===== src/rtl/mul_writeback_stage.sv =====
// Generic synchronous FIFO with synchronous clear; head is registered storage.
// Latency: a write becomes visible at the head on the following cycle.
// Backpressure: rd_rdy pops the head; writes into a full FIFO are dropped, so the writer must hold a credit.
module fifo #(
    parameter int WIDTH = 8,
    parameter int DEPTH = 4,
    localparam int PW = (DEPTH > 1) ? $clog2(DEPTH) : 1,
    localparam int CW = $clog2(DEPTH + 1)
) (
    input  logic             clk,
    input  logic             reset,
    input  logic             clr,
    input  logic             wr_vld,
    input  logic [WIDTH-1:0] wr_dat,
    output logic             rd_vld,
    input  logic             rd_rdy,
    output logic [WIDTH-1:0] rd_dat,
    output logic [CW-1:0]    count
);
    logic [WIDTH-1:0] mem [DEPTH];
    logic [PW-1:0]    wr_ptr;
    logic [PW-1:0]    rd_ptr;
    logic             do_wr;
    logic             do_rd;

    function automatic logic [PW-1:0] nxt(input logic [PW-1:0] p);
        return (p == PW'(DEPTH - 1)) ? '0 : p + 1'b1;
    endfunction

    assign rd_vld = (count != '0);
    assign do_rd  = rd_vld & rd_rdy;
    assign do_wr  = wr_vld & (count != CW'(DEPTH));
    assign rd_dat = mem[rd_ptr];

    always_ff @(posedge clk) begin
        if (reset || clr) begin
            wr_ptr <= '0;
            rd_ptr <= '0;
            count  <= '0;
        end else begin
            if (do_wr) wr_ptr <= nxt(wr_ptr);
            if (do_rd) rd_ptr <= nxt(rd_ptr);
            case ({do_wr, do_rd})
                2'b10:   count <= count + 1'b1;
                2'b01:   count <= count - 1'b1;
                default: ;
            endcase
        end
    end

    always_ff @(posedge clk) begin
        if (do_wr) mem[wr_ptr] <= wr_dat;
    end
endmodule

// Multiplier write-back: tracks issued ops, forms GPR/CR0/XER results, buffers them (bypass: MUL_WB_BYPASS_EN).
// Latency: issue to wb_valid is LATENCY+1 cycles, or LATENCY with the bypass when the buffer is empty.
// Backpressure: wb_ready stalls the buffer; issue_ready withholds credits so no multiplier result is ever dropped.
module mul_writeback_stage #(
    parameter int DWIDTH     = 32,
    parameter int GPR_AW     = 5,
    parameter int LATENCY    = 4,
    parameter int FIFO_DEPTH = 5
) (
    input  logic              clk,
    input  logic              reset,
    input  logic              flush,
    input  logic              issue_valid,
    output logic              issue_ready,
    input  logic [GPR_AW-1:0] issue_dest,
    input  logic              issue_sel_hi,
    input  logic              issue_rc,
    input  logic              issue_oe,
    input  logic [DWIDTH-1:0] mul_res_hi,
    input  logic [DWIDTH-1:0] mul_res_lo,
    input  logic [3:0]        mul_crf_hi,
    input  logic [3:0]        mul_crf_lo,
    input  logic              xer_so_wr,
    input  logic              xer_so_wdata,
    output logic              wb_valid,
    input  logic              wb_ready,
    output logic [GPR_AW-1:0] wb_dest,
    output logic [DWIDTH-1:0] wb_data,
    output logic              wb_cr_we,
    output logic [3:0]        wb_crf,
    output logic              wb_xer_we,
    output logic              wb_xer_ov,
    output logic              wb_xer_so,
    output logic              busy
);
    localparam int IW = $clog2(LATENCY + 1);
    localparam int CW = $clog2(FIFO_DEPTH + 1);

    typedef struct packed {
        logic              vld;
        logic [GPR_AW-1:0] dest;
        logic              sel_hi;
        logic              rc;
        logic              oe;
    } trk_t;

    typedef struct packed {
        logic [GPR_AW-1:0] dest;
        logic [DWIDTH-1:0] data;
        logic              lt;
        logic              gt;
        logic              eq;
        logic              ov;
        logic              rc;
        logic              oe;
    } ent_t;

    trk_t            sr [LATENCY];
    trk_t            tail;
    ent_t            tail_ent;
    ent_t            fifo_dat;
    ent_t            head;
    logic            head_vld;
    logic            fifo_vld;
    logic            push;
    logic            pop;
    logic            issue_fire;
    logic            so_q;
    logic            so_eff;
    logic [3:0]      crf_sel;
    logic [IW-1:0]   inflight;
    logic [CW-1:0]   fifo_count;
    logic [31:0]     occupancy;
    // Only the lo word can overflow a 32-bit mullwo; the hi-word ov flag is meaningless here.
    logic            unused_crf_hi_ov;

    assign unused_crf_hi_ov = mul_crf_hi[0];
    assign tail             = sr[LATENCY-1];

    always_comb begin
        inflight = '0;
        for (int i = 0; i < LATENCY; i++) inflight = inflight + IW'(sr[i].vld);
    end

    // Every tracked op plus every buffered result owns one FIFO slot.
    assign occupancy   = 32'(inflight) + 32'(fifo_count);
    assign pop         = head_vld & wb_ready;
    assign issue_ready = ~flush & ((occupancy < 32'(FIFO_DEPTH)) | pop);
    assign issue_fire  = issue_valid & issue_ready;
    assign busy        = (inflight != '0) | (fifo_count != '0);

    always_ff @(posedge clk) begin
        if (reset || flush) begin
            for (int i = 0; i < LATENCY; i++) sr[i] <= '0;
        end else begin
            sr[0].vld    <= issue_fire;
            sr[0].dest   <= issue_dest;
            sr[0].sel_hi <= issue_sel_hi;
            sr[0].rc     <= issue_rc;
            sr[0].oe     <= issue_oe;
            for (int i = 1; i < LATENCY; i++) sr[i] <= sr[i-1];
        end
    end

    always_comb begin
        crf_sel     = tail.sel_hi ? mul_crf_hi : mul_crf_lo;
        tail_ent    = '0;
        tail_ent.dest = tail.dest;
        tail_ent.data = tail.sel_hi ? mul_res_hi : mul_res_lo;
        tail_ent.lt   = crf_sel[3];
        tail_ent.gt   = crf_sel[2];
        tail_ent.eq   = crf_sel[1];
        tail_ent.ov   = tail.oe & ~tail.sel_hi & mul_crf_lo[0];
        tail_ent.rc   = tail.rc;
        tail_ent.oe   = tail.oe;
    end

`ifdef MUL_WB_BYPASS_EN
    logic byp;
    assign byp      = tail.vld & ~fifo_vld;
    assign head     = byp ? tail_ent : fifo_dat;
    assign head_vld = fifo_vld | tail.vld;
    assign push     = tail.vld & ~(byp & wb_ready);
`else
    assign head     = fifo_dat;
    assign head_vld = fifo_vld;
    assign push     = tail.vld;
`endif

    fifo #(
        .WIDTH($bits(ent_t)),
        .DEPTH(FIFO_DEPTH)
    ) u_fifo (
        .clk    (clk),
        .reset  (reset),
        .clr    (flush),
        .wr_vld (push),
        .wr_dat (tail_ent),
        .rd_vld (fifo_vld),
        .rd_rdy (wb_ready),
        .rd_dat (fifo_dat),
        .count  (fifo_count)
    );

    // SO is sticky and only advances when the OE result actually retires; mtxer overrides.
    assign so_eff = so_q | head.ov;

    always_ff @(posedge clk) begin
        if (reset) begin
            so_q <= 1'b0;
        end else if (xer_so_wr) begin
            so_q <= xer_so_wdata;
        end else if (pop && head.oe) begin
            so_q <= so_eff;
        end
    end

    always_comb begin
        wb_valid  = head_vld;
        wb_dest   = '0;
        wb_data   = '0;
        wb_crf    = '0;
        wb_cr_we  = 1'b0;
        wb_xer_we = 1'b0;
        wb_xer_ov = 1'b0;
        wb_xer_so = 1'b0;
        if (head_vld) begin
            wb_dest   = head.dest;
            wb_data   = head.data;
            wb_crf    = {head.lt, head.gt, head.eq, so_eff};
            wb_cr_we  = head.rc;
            wb_xer_we = head.oe;
            wb_xer_ov = head.ov;
            wb_xer_so = so_eff;
        end
    end
endmodule


===== config.mk =====
export PLATFORM = sky130hd
export DESIGN_NAME = mul_writeback_stage
export DESIGN_NICKNAME = d
export VERILOG_FILES = /design/src/rtl/mul_writeback_stage.sv
export SDC_FILE = /design/constraint.sdc
export NUM_CORES = 1
export LEC_CHECK = 0
export ABC_AREA = 0
export CORE_ASPECT_RATIO = 2
export CORE_MARGIN = 1.5
export CORE_UTILIZATION = 40
export DETAILED_ROUTE_END_ITERATION = 12
export DONT_BUFFER_PORTS = 1
export PLACE_DENSITY = 0.6
export SYNTH_ARGS = -nofsm -noshare
export SYNTH_HDL_FRONTEND = slang
export SYNTH_SLANG_ARGS = --single-unit

===== constraint.sdc =====
create_clock -name clk -period 17.7 [get_ports clk]
set_input_delay 3.54 -clock clk [delete_from_list [all_inputs] [get_ports clk]]
set_output_delay 3.54 -clock clk [all_outputs]
set_load 0.01 [all_outputs]

-- Yosys cells after proc, flatten, opt, wreduce, memory -nomap -nowiden
Memories as Yosys holds them, arrays and structs flattened. A register that Yosys moved wholly into a read port is not among the register bits.
Index checks and enable logic that the tools add are counted.
- register bits after elaboration: 10
- RAM bits: 251
- input bits: 87
- output and inout bits: 48
- word-level logic and storage cells: 74
- memories: 2
- memories (memory ; depth ; width ; rd ports ; clocked after memory_dff ; wr ports ; line ; text):
    u_fifo.mem ; 5 ; 43 ; 1 ; 1 ; 1 ; 20 ; logic [WIDTH-1:0] mem [DEPTH];
    sr ; 4 ; 9 ; 4 ; 0 ; 4 ; 113 ; trk_t sr [LATENCY];
- add/subtract/negate cells: 8
- order comparisons: 1
- equal/unequal tests: 5
- muxes and demuxes: 29
- bitwise operators: 19
- reductions and logical operators: 6
- operators by type and width (operator ; count):
    two-way mux 32 bit ; 2
    two-way mux 9 bit ; 3
    two-way mux 1 bit ; 15
    two-way mux 3 bit ; 4
    OR 1 bit ; 11
    two-way mux 5 bit ; 2
    adder 3 x 1 -> 3 bit (second input constant) ; 3
    two-way mux 4 bit ; 2
    AND 1 bit ; 6
    == test 3 bit (second input constant) ; 2
    case mux 3 bit (2 select lines) ; 1
    nonzero test 3 bit ; 2
    adder 3 x 3 -> 4 bit ; 1
    less-than comparator 4 x 3 -> 1 bit (second input constant) ; 1
    nonzero test 2 bit ; 2
    adder 2 x 1 -> 3 bit ; 1
    adder 3 x 1 -> 3 bit ; 1
    inequality test 3 bit (second input constant) ; 1
    subtractor 3 x 1 -> 3 bit (second input constant) ; 1
    adder 1 x 1 -> 2 bit ; 1
    == test 2 x 1 -> 1 bit (second input constant) ; 1
    == test 2 bit (second input constant) ; 1
    inverter 1 bit ; 2
    logical AND 1 bit ; 1
    logical OR 1 bit ; 1

-- Depth between registers and ports, before layout
Gate-level depths: netlist of run 1.
An unclocked memory read counts as a cell.
- word-level depth: 10
- mapped depth: 11
- gate-level depth less buffers: 11

-- Cells and area by module
Synthesis of run 1 repeated with hierarchy kept, for this count alone.
- cell total of the unflattened synthesis: 574
- area total of the unflattened synthesis: 10580.1 um^2
- by module, submodules not included (module ; instances ; cells an instance ; area each (um^2) ; sequential area each (um^2)):
    fifo ; 1 ; 384 ; 8655.8 ; 6696.4
    mul_writeback_stage ; 1 ; 190 ; 1924.3 ; 740.7

-- Least setup slack after synthesis of run 1
Ideal clock, no wire load.
- kind: input-to-output
- from: in wb_ready
- to: out issue_ready
- arrival: 3.925 ns
- required time: 14.160 ns
- path slack: 10.235 ns
- cell stages on the path: 4
- cell sequence: nand2_1 > inv_2 > a21oi_1 > nor2_1
- cells in the longest elaborated chain, start to end: 3
- ends and longest elaborated chain (item ; line ; text):
    from (decl) ; 81 ; input logic wb_ready,
    AND 1 bit ; 142 ; assign pop = head_vld & wb_ready;
    net pop ; 121 ; logic pop;
    OR 1 bit ; 143 ; assign issue_ready = ~flush & ((occupancy < 32'(FIFO_DEPTH)) | pop);
    AND 1 bit ; 143 ;
    to (decl) ; 69 ; output logic issue_ready,
The timed path passes the listed nets, and every way through them passes these cells.

-- Worst setup path in the final report of run 1
Ends and elaborated chain as after synthesis.

==> metrics.yaml, run 1 <==
status: "finished clean"
arrival_ns: 4.05
cp.required_ns: 14.16
yosys_register_bits: 264
routedWlPerCell_um: 19.5
synth-edff-count: 215
cts.repair.resized: 0
finalHoldViolations: 0
placementRows: 83
cts_tree: "done"
hold_buffers: 0
drive_gt1_share_pct: 22.1
pin_count: 135
antenna_found_initial: 0
die_area_mm2: 0.0268
cts_buffers: 23
grt_overflow_total: 0
cp-end-kind: "output pin"
ys_seq_area_share_pct: 72.1
fillCellCount: 2296
worst_path_max_delay_cell: "a21oi_1"
fin_ws_ns: 10.11
grt_max_degree: 45
vias: 5071
ant_nets: 0
grt_pass1_vias: 5440
diodes: 0
portBuffers: 0
drv_cap: 0
drcViolationCount: 0
synth_ff_type: "edfxtp_1"
initial_core_util_pct: 40.4
dp.final_hpwl_um: 11100
fin_nets: 730
post_cts.repair.setup_buffers: 0
finalMaxSlewViolations: 0
relSlewSlack_pct: 31.9
rsz0062_at_grt: "false"
synth_area_mm2: 0.0103
ctsLongestPathBuffers: 3
core-area_mm2: 0.0255
synthToLayoutAreaGrowth_pct: 10.8
peakVddDrop_mv: 0.0679
synthesis.instances: 629
setup_tns_ns: 0
critPathMaxFanout: 6
clk_latency_ns: 0.51
die_h_um: 230
clock_sinks: 264
critPathLaunchType: "input pin"
wirelength_um: 19200
path_class: "input pin to output pin"
fmax_ghz: 0.132
wl_met2_um: 10900
met3_length_um: 785
crit_chain: "nand2_1 > inv_2 > a21oi_1 > nor2_1"
critPathBufInv: 1
m1WireLength_um: 7000
top_layer: "met4"
fin_crit_ns: 7.59
die_w_um: 117
synth_cell_types: 39
synthArstFlopShare_pct: 0
cp_top_family: "compound AO/OA/AOI/OAI gates"
hp-class: "register to register"
reg2reg_slack_ns: 15.03
slowest_delay_ns: 0.22
gp_congestion: 0.712
ys_warn_count: 0
tightest_slew_ns: 1.02
first_pass_iters: 4
leakage_nw: 3.72
fin_worst_skew_ns: 0.00763
via_per_inst: 5.14
syn_nets: 729
cts_root_buf: "clkbuf_16"
drt_iter0_drc: 317
grt_pass1_wl_um: 29800
cts.reportedPaths.clkPinSlew_ns: 0.06
setup_violations: 0
p_per_area_mw_per_mm2: 102
avgSynthCellArea_um2: 16.4
post-route-period-util_pct: 42.9
cts-htree-levels: 1
pre_cts_ws_ns: 10.08
track_usage_pct: 14.9
==> per-layer routing <==
metal / global-route usage, % / up-vias
li1: - / 2344
met1: 16.1 / 2586
met2: 28.1 / 111
met3: 2.53 / 30
met4: 5.65 / 0
met5: 0 / -
==> flip-flops by register name, summed over array words and instances (netlist names), named ones only <==
name / count
u_fifo.count: 3
u_fifo.mem: 215
sr: 36
u_fifo.rd_ptr: 3
so_q: 1
u_fifo.wr_ptr: 3
==> placed cells by master (no fill, tap or decap), types with 2 or more instances in the layout <==
cell	count
a21oi_1	52
and2_1	33
buf_4	9
clkbuf_1	2
clkbuf_16	24
clkbuf_4	5
clkbuf_8	3
clkinv_2	2
clkinv_4	2
dfxtp_1	45
dfxtp_2	3
edfxtp_1	215
fa_1	3
ha_1	10
inv_1	18
inv_2	3
mux2_2	35
mux2i_1	3
mux4_2	42
nand2_1	90
nor2_1	17
nor4_2	4
o21ai_0	5
xor2_1	2
==> final timing paths <==
check / cells after the start / endpoint / from
worst max-delay path: 4 / issue_ready / wb_ready
worst min-delay path: 1 / sr[0][22]$_SDFF_PP0_ / sr[0][13]$_SDFF_PP0_
worst max register to register: 4 / so_q$_SDFFE_PP0P_ / register
worst min register to register: 1 / sr[0][22]$_SDFF_PP0_ / sr[0][13]$_SDFF_PP0_
==> area by class of cell <==
type                            count  area [µm²]  area share (%)
Inverter                           19        71.3           0.624
Multi-Input combinational cell    313        2680            23.5
Tap cell                          340         425            3.72
Clock inverter                      7        43.8           0.383
Clock buffer                       35         692            6.06
Sequential cell                   264        7440            65.2
Timing Repair Buffer                9        67.6           0.591
==> synth_stat cells (2+ instances only) <==
master,n,area (µm²)
inv_2,2,7.51
xor2_1,2,17.5
buf_2,10,50.1
buf_4,5,37.5
clkbuf_1,13,48.8
o21ai_0,5,25.0
nand2_1,90,338
mux2_2,35,394
dfxtp_1,49,981
nor2_1,17,63.8
nor4_1,4,25.0
ha_1,10,125
inv_1,16,60.1
and2_1,33,206
mux4_2,42,946
fa_1,3,60.1
a21oi_1,52,260
buf_1,4,15.0
mux2i_1,3,30.0
edfxtp_1,215,6460
==> through the flow <==
step | power (mW) | util (%) | area [µm²] | hold slack [ns] | instances
floorplan | 0.693 | - | 10300 | 0.406 | 629
global placement | 0.696 | 41.8 | 10700 | 0.408 | 945
detailed placement | 0.697 | 41.8 | 10700 | 0.412 | 945
CTS | 1.18 | 44.7 | 11400 | 0.426 | 987
global route | 1.19 | 44.7 | 11400 | 0.441 | 987
finish | 1.16 | 44.7 | 11400 | 0.425 | 987
==> kinds of logic (layout without fill, tap and decap cells) <==
kind of cell	Yosys count	after routing	synth area share, %
compound gates	61	61	3.13
xor+xnor	3	3	0.255
fa+ha+maj	13	13	1.80
buf+inv	52	70	2.27
flops	264	264	72.1
mux	81	81	13.4
simple gates	155	155	7.00
==> where the power goes <==
group	internal (mW)	leakage (nW)	total (mW)	switching, mW
combinational	0.00491	0.984	0.0132	0.00827
clock	0.272	0.378	0.479	0.208
sequential	0.670	2.36	0.670	0.000434
(Power assumes the default switching activity.)
==> inputs of run 2 (changes only) <==
==> constraint.sdc (replaced) <==
create_clock -name clk -period 7.45 [get_ports clk]
set_input_delay 1.49 -clock clk [delete_from_list [all_inputs] [get_ports clk]]
set_output_delay 1.49 -clock clk [all_outputs]
set_load 0.01 [all_outputs]
==> metrics.yaml, run 2 (synthesized netlist as in run 1, its figures left out) <==
status: "finished clean"
ctsLongestPathBuffers: 3
cp_top_family: "adder cells"
grt_pass1_wl_um: 29900
vias: 5059
path_class: "register to output pin"
cts.repair.resized: 0
fin_ws_ns: 2.91
setup_tns_ns: 0
diodes: 0
largest-register: "u_fifo.mem"
rsz0062_at_grt: "false"
portBuffers: 0
final_common_cell: "edfxtp_1"
grt_overflow_total: 0
hp-class: "register to register"
reg2reg_slack_ns: 4.78
grt_max_degree: 45
post_cts.repair.setup_buffers: 0
antenna_found_initial: 0
clock_sinks: 264
critPathLaunchType: "register"
reg2reg_depth: 4
layout_common_cells: "edfxtp_1, nand2_1, a21oi_1"
fin_worst_skew_ns: 0.0109
cts_buffers: 23
drt_iter0_drc: 245
grt_pass1_vias: 5492
pin_count: 135
critPathMaxFanout: 3
leakage_nw: 3.68
drive_gt1_share_pct: 21.0
die_h_um: 230
wirelength_um: 19500
top_usage_layer: "met2"
track_usage_pct: 14.9
largest_reg_flops: 215
cts.reportedPaths.clkPinSlew_ns: 0.07
arrival_ns: 3.05
cts_root_buf: "clkbuf_16"
drv_cap: 0
routedWlPerCell_um: 19.7
final_core_util_pct: 44.6
core-area_mm2: 0.0255
post-route-period-util_pct: 60.9
fin_crit_ns: 4.54
slowest_delay_ns: 0.53
drcViolationCount: 0
finalMaxSlewViolations: 0
fin_nets: 730
p_per_area_mw_per_mm2: 241
peakVddDrop_mv: 0.249
hold_buffers: 0
cts_tree: "done"
largest_registers: "u_fifo.mem x215, sr x36"
die_area_mm2: 0.0268
critPathBufInv: 4
worst_path_max_delay_cell: "fa_1"
pre_cts_ws_ns: 3.38
use_met1_pct: 16.1
synthToLayoutAreaGrowth_pct: 10.6
tightest_slew_ns: 1.04
hold_ws_ns: 0.420
cp-end-kind: "output pin"
finalHoldViolations: 0
clk_latency_ns: 0.52
via_per_inst: 5.13
first_pass_iters: 4
fmax_ghz: 0.220
ant_nets: 0
initial_core_util_pct: 40.4
die_w_um: 117
placementRows: 83
use_met2_pct: 27.6
crit_chain: "inv_1 > fa_1 > inv_1 > ha_1 > ha_1 > inv_1 > fa_1 > inv_1 > o21ai_0 > a21oi_1 > nor2_1"
grt.met3_usage_pct: 2.40
crit_top_cell: "inv_1"
dp.final_hpwl_um: 11100
cp.required_ns: 5.96
setup_violations: 0
worstHoldPathCells: 1
cp.depth: 11
cts-htree-levels: 1
gp_congestion: 0.689
relSlewSlack_pct: 30.9
-- run 2: final cells by class --
type | instances | area (µm²)
tap | 340 | 425
multi-input combinational | 313 | 2680
sequential | 264 | 7440
clock inverter | 11 | 103
inverter | 19 | 71.3
clock buffer | 31 | 616
timing repair buffer | 9 | 67.6
fill | 2302 | 14100
-- run 2: power breakdown --
group          total (mW)  switching (mW)  internal [mW]  leakage (nW)
clock                1.13           0.507          0.622         0.339
sequential           1.59         0.00103           1.59          2.36
combinational      0.0311          0.0195         0.0116         0.984
-- run 2: metrics by stage --
step,cell area [µm²],power [mW],cells
finish,11400,2.75,987
global route,11400,2.84,987
CTS,11400,2.79,987
detailed placement,10700,1.66,945
global placement,10700,1.65,945
floorplan,10300,1.65,629
-- run 2: worst paths after layout --
kind                                            from                   end
worst max-delay path             sr[0][8]$_SDFF_PP0_           issue_ready
worst min-delay path            sr[0][24]$_SDFF_PP0_  sr[0][33]$_SDFF_PP0_
worst max register to register              register     so_q$_SDFFE_PP0P_
worst min register to register  sr[0][24]$_SDFF_PP0_  sr[0][33]$_SDFF_PP0_
-- run 2: per-layer routing --
layer | vias up | wire length, µm
met5 | - | 0
met4 | 0 | 709
met3 | 42 | 851
met2 | 124 | 10700
met1 | 2550 | 7170
li1 | 2343 | -
==> RTL change 1, RTL diff (flow settings as in run 2) <==
Set the parameter `FIFO_DEPTH` to 10 (it was 5).
--- a/src/rtl/mul_writeback_stage.sv
+++ b/src/rtl/mul_writeback_stage.sv
@@ -61,5 +61,5 @@
     parameter int GPR_AW     = 5,
     parameter int LATENCY    = 4,
-    parameter int FIFO_DEPTH = 5
+    parameter int FIFO_DEPTH = 10
 ) (
     input  logic              clk,
Behaviour: not the same (a bounded check fails within 10 cycles, from zero or initial values and one cycle with reset high).
==> RTL change 1 against run 2 <==
  * Power up 84%
  * Cell area up 83%
  * Critical path depth down 6
  * First-iteration DRC count up 140%
  * Area after synthesis up 83%
  * Routed wire length up 97%
  * Synthesized cell count up 56%
  * Sequential cell count up 219
  * Worst setup slack worse by 0.12 ns
  * Critical path type unchanged
==> RTL change 1: results (changes against run 2) <==
stage;metric;value;unit;change
critical_path;cp_max_fo;56;;was 3
detailed_routing;initialDrtViolationCount;589;;was 245
detailed_routing;wl_met2;20800;um;was 10,700 um
synthesis;synth.area.top_cells;edfxtp_1, mux4_2, dfxtp_1;;was edfxtp_1, dfxtp_1, mux4_2
detailed_routing;route.met3.wl;1470;um;was 851 um
critical_path;arrival;3.17;ns;was 3.05 ns
synthesis;synth_area;18900;um^2;was 10,300 um^2
placed_design;place_area;19600;um^2;was 10,700 um^2
critical_path;slowest_delay;0.95;ns;was 0.53 ns
layout;reg_top3;u_fifo.mem: 430 flops, sr: 36 flops;;was u_fifo.mem: 215 flops, sr: 36 flops
clock_network;clk_latency;0.55;ns;was 0.52 ns
power_and_ir_drop;ir_drop;163;uV;was 249 uV
status;status;finished, final reports clean;;unchanged
synthesis;ys_seq_area_share;74.0;%;was 72.1%
power_and_ir_drop;powerDensity;242;nW/um^2;was 241 nW/um^2
global_routing;grt_pass1_wl;57100;um;was 29,900 um
critical_path;critPathTopFamily;flip-flops;;was adder cells
layout;inv_count;11;;was 19
global_routing;antenna_found_initial;1;;was 0
detailed_routing;viasPerCell;5.38;;was 5.13
layout;clk_share;6.14;%;was 6.30%
power_and_ir_drop;p_leak;6.42;nW;was 3.68 nW
layout;fillers;3996;;was 2,302
layout;clock_buffers;58;;was 31
layout;fin_nets;1085;;was 730
global_routing;grt_pass1_vias;9573;;was 5,492
layout;multi_input_area;4620;um^2;was 2680 um^2
global_routing;gr-usage-met3;2.49;%;was 2.40%
layout;layout.nonclk_buf_share;0.815;%;was 0.592%
global_routing;grt.total_usage;16.2;%;was 14.9%
synthesis;synthAdderAreaFrac;0.782;%;was 1.80%
critical_path;slowest_stage;dfxtp_4;;was fa_1
synthesis;postSynthCellCount;982;;was 629
detailed_routing;wl_met1;14900;um;was 7170 um
synthesis;synth_cell_types;43;;was 39
detailed_routing;vias;8849;;was 5,059
placed_design;dp_slack;3.19;ns;was 3.38 ns
synthesis;synth_commonest_cells;edfxtp_1, mux4_2, a211oi_1;;was edfxtp_1, nand2_1, a21oi_1
global_routing;use_met2;30.0;%;was 27.6%
detailed_routing;routedWlPerCell;23.3;um;was 19.7 um
clock_network;numCtsBuffers;42;;was 23
synthesis;synthMuxAreaShare;14.8;%;was 13.4%
detailed_routing;top_layer;met5;;was met4
synthesis;synth_compound_area_share;3.99;%;was 3.13%
timing;worst_slew_pin_slew;0.968;ns;was 1.04 ns
placed_design;place.gp.congestion;0.713;;was 0.689
## RTL change 1: power breakdown
group / leakage [nW] / total (W) / internal [W] / switching, W
combinational: 1.38 / 0.0000465 / 0.0000122 / 0.0000343
sequential: 4.40 / 0.00294 / 0.00294 / 0.00000109
clock: 0.640 / 0.00207 / 0.00113 / 0.000935
total: 6.42 / 0.00505 / 0.00408 / 0.000970
## RTL change 1: worst paths after layout
kind | from | to | slack, ns | cells past startpoint
worst max-delay path | register | wb_data[22] | 2.79 | 5
worst min-delay path | sr[0][15] | sr[0][24] | 0.42 | 1
worst max register to register | u_fifo.count[2] | u_fifo.count[3] | 4.15 | 12
worst min register to register | sr[0][15] | sr[0][24] | 0.42 | 1
## RTL change 1: cell families after synthesis
kind of cell,Yosys count
simple gates,135
compound gates,106
buf+inv,70
fa+ha+maj,10
flops,483
mux,170
xor+xnor,8
==> RTL change 2, RTL diff (flow settings as in run 2) <==
Without the edit above. Reset style: asynchronous (`reset`), changed in one clocked block.
--- a/src/rtl/mul_writeback_stage.sv
+++ b/src/rtl/mul_writeback_stage.sv
@@ -201,5 +201,5 @@
     assign so_eff = so_q | head.ov;
 
-    always_ff @(posedge clk) begin
+    always_ff @(posedge clk or posedge reset) begin
         if (reset) begin
             so_q <= 1'b0;
Function: differs if reset is asserted again (counterexample within 10 cycles, from zero or initial values and one cycle with reset high); with reset held inactive, the same outputs for 10 cycles.
==> RTL change 2 against run 2 <==
  * First-iteration DRC count rose by 16%
  * Cell area barely moved
  * Cell count decreased by 0.10%
  * Worst setup slack improved by 0.0081 ns
  * Register-to-register slack lost 0.25 ns
  * Critical path type unchanged
  * Clock skew shrank 0.0040 ns
  * Area after synthesis is 0.30% lower
  * Sequential cell count unchanged
  * Critical endpoint is now wb_crf[0]
  * Highest routed layer unchanged
  * Maximum frequency grew 0.18%
  * Routed wire length increased by 6.3%
  * Power down 0.72%
  * Combinational power increased by 3%
==> RTL change 2: results (changes against run 2) <==
stage;metric;value;unit;change
synthesis;synth.area.top_cells;edfxtp_1, dfxtp_1, mux4_2;;unchanged
placed_design;place.gp.congestion;0.692;;was 0.689
global_routing;grt.total_usage;15.8;%;was 14.9%
placed_design;dp_slack;3.41;ns;was 3.38 ns
synthesis;synthArstFlopShare;0.379;%;was 0%
detailed_routing;route.met3.wl;862;um;was 851 um
layout;fillers;2199;;was 2,302
critical_path;crit_end;wb_crf[0];;was issue_ready
layout;drive_above_1_share;21.1;%;was 21.0%
critical_path;arrival;3.04;ns;was 3.05 ns
timing;skew;0.00684;ns;was 0.0109 ns
layout;fin_nets;734;;was 730
timing;period_needed;4.53;ns;was 4.54 ns
timing;worst_slew_pin_slew;1.09;ns;was 1.04 ns
timing;whs;0.419;ns;was 0.420 ns
placed_design;place_hpwl;12100;um;was 11,100 um
hold_path;hold_start;sr[0][21];;was sr[0][24]
critical_path;reg2reg_to;so_q;;unchanged
detailed_routing;wl_met2;11700;um;was 10,700 um
detailed_routing;vias;5163;;was 5,059
synthesis;synth_commonest_cells;edfxtp_1, nand2_1, a21oi_1;;unchanged
global_routing;grt_pass1_wl;31300;um;was 29,900 um
global_routing;grt_pass1_vias;5587;;was 5,492
power_and_ir_drop;ir_drop;157;uV;was 249 uV
power_and_ir_drop;p_leak;3.72;nW;was 3.68 nW
detailed_routing;initialDrtViolationCount;285;;was 245
synthesis;synth_top_area_share;62.8;%;was 62.6%
critical_path;cp_max_fo;44;;was 3
power_and_ir_drop;switchingPower;0.000512;W;was 0.000528 W
synthesis;ys_seq_area_share;72.4;%;was 72.1%
synthesis;synth_cell_types;37;;was 39
detailed_routing;top_layer;met4;;unchanged
detailed_routing;routedWlPerCell;21.0;um;was 19.7 um
status;status;finished, final reports clean;;unchanged
detailed_routing;wl_met1;7590;um;was 7170 um
## RTL change 2: changes by cell type after synthesis, sizes merged, moves of 2 or more
cell / change
buf: -9
clkbuf: +9
nor2: -2
nand2: +2
## RTL change 2: per-stage QoR
stage	instances	cell area, um^2
3_5_place_dp	945	10700
2_1_floorplan	628	10300
6_report	986	11400
3_3_place_gp	945	10700
5_1_grt	986	11400
4_1_cts	986	11400
## RTL change 2: cell families (layout without fill, tap and decap cells)
family,count (synthesis),after routing,share of synthesized area [%]
compound gates,60,60,3.04
xor+xnor,3,3,0.256
fa+ha+maj,13,13,1.80
buf+inv,52,74,2.06
flops,264,264,72.4
mux,82,82,13.6
simple gates,154,154,6.88
## RTL change 2: critical path, cell delays in order (launching register included)
cell and delay [ns]:
dfxtp_2 1.05, inv_2 0.73, mux2_4 0.39, nor2_1 0.04
nor2_1 0.31
## RTL change 2: power by group through the flow
stage | Clock (W) | Sequential, W | Combinational (W)
floorplan | 0 | 0.00162 | 0.0000233
global placement | 0 | 0.00162 | 0.0000296
detailed placement | 0 | 0.00162 | 0.0000326
CTS | 0.00114 | 0.00159 | 0.0000326
global route | 0.00120 | 0.00159 | 0.0000357
finish | 0.00111 | 0.00159 | 0.0000320
## RTL change 2: layer usage
metal | vias to the layer above | GRT usage [%]
met2 | 134 | 29.8
li1 | 2336 | -
met5 | - | 0
met3 | 25 | 2.45
met1 | 2668 | 17.5
met4 | 0 | 5.91
## RTL change 2: final cells by class
| cell class | count | share of cell area [%] |
|---|---|---|
| clock buffers | 37 | 5.89 |
| repair buffers | 14 | 0.922 |
| inverters | 19 | 0.625 |
| well taps | 336 | 3.69 |
| clock inverters | 4 | 0.165 |
| multi-input cells | 312 | 23.4 |
| flip-flops and latches | 264 | 65.3 |
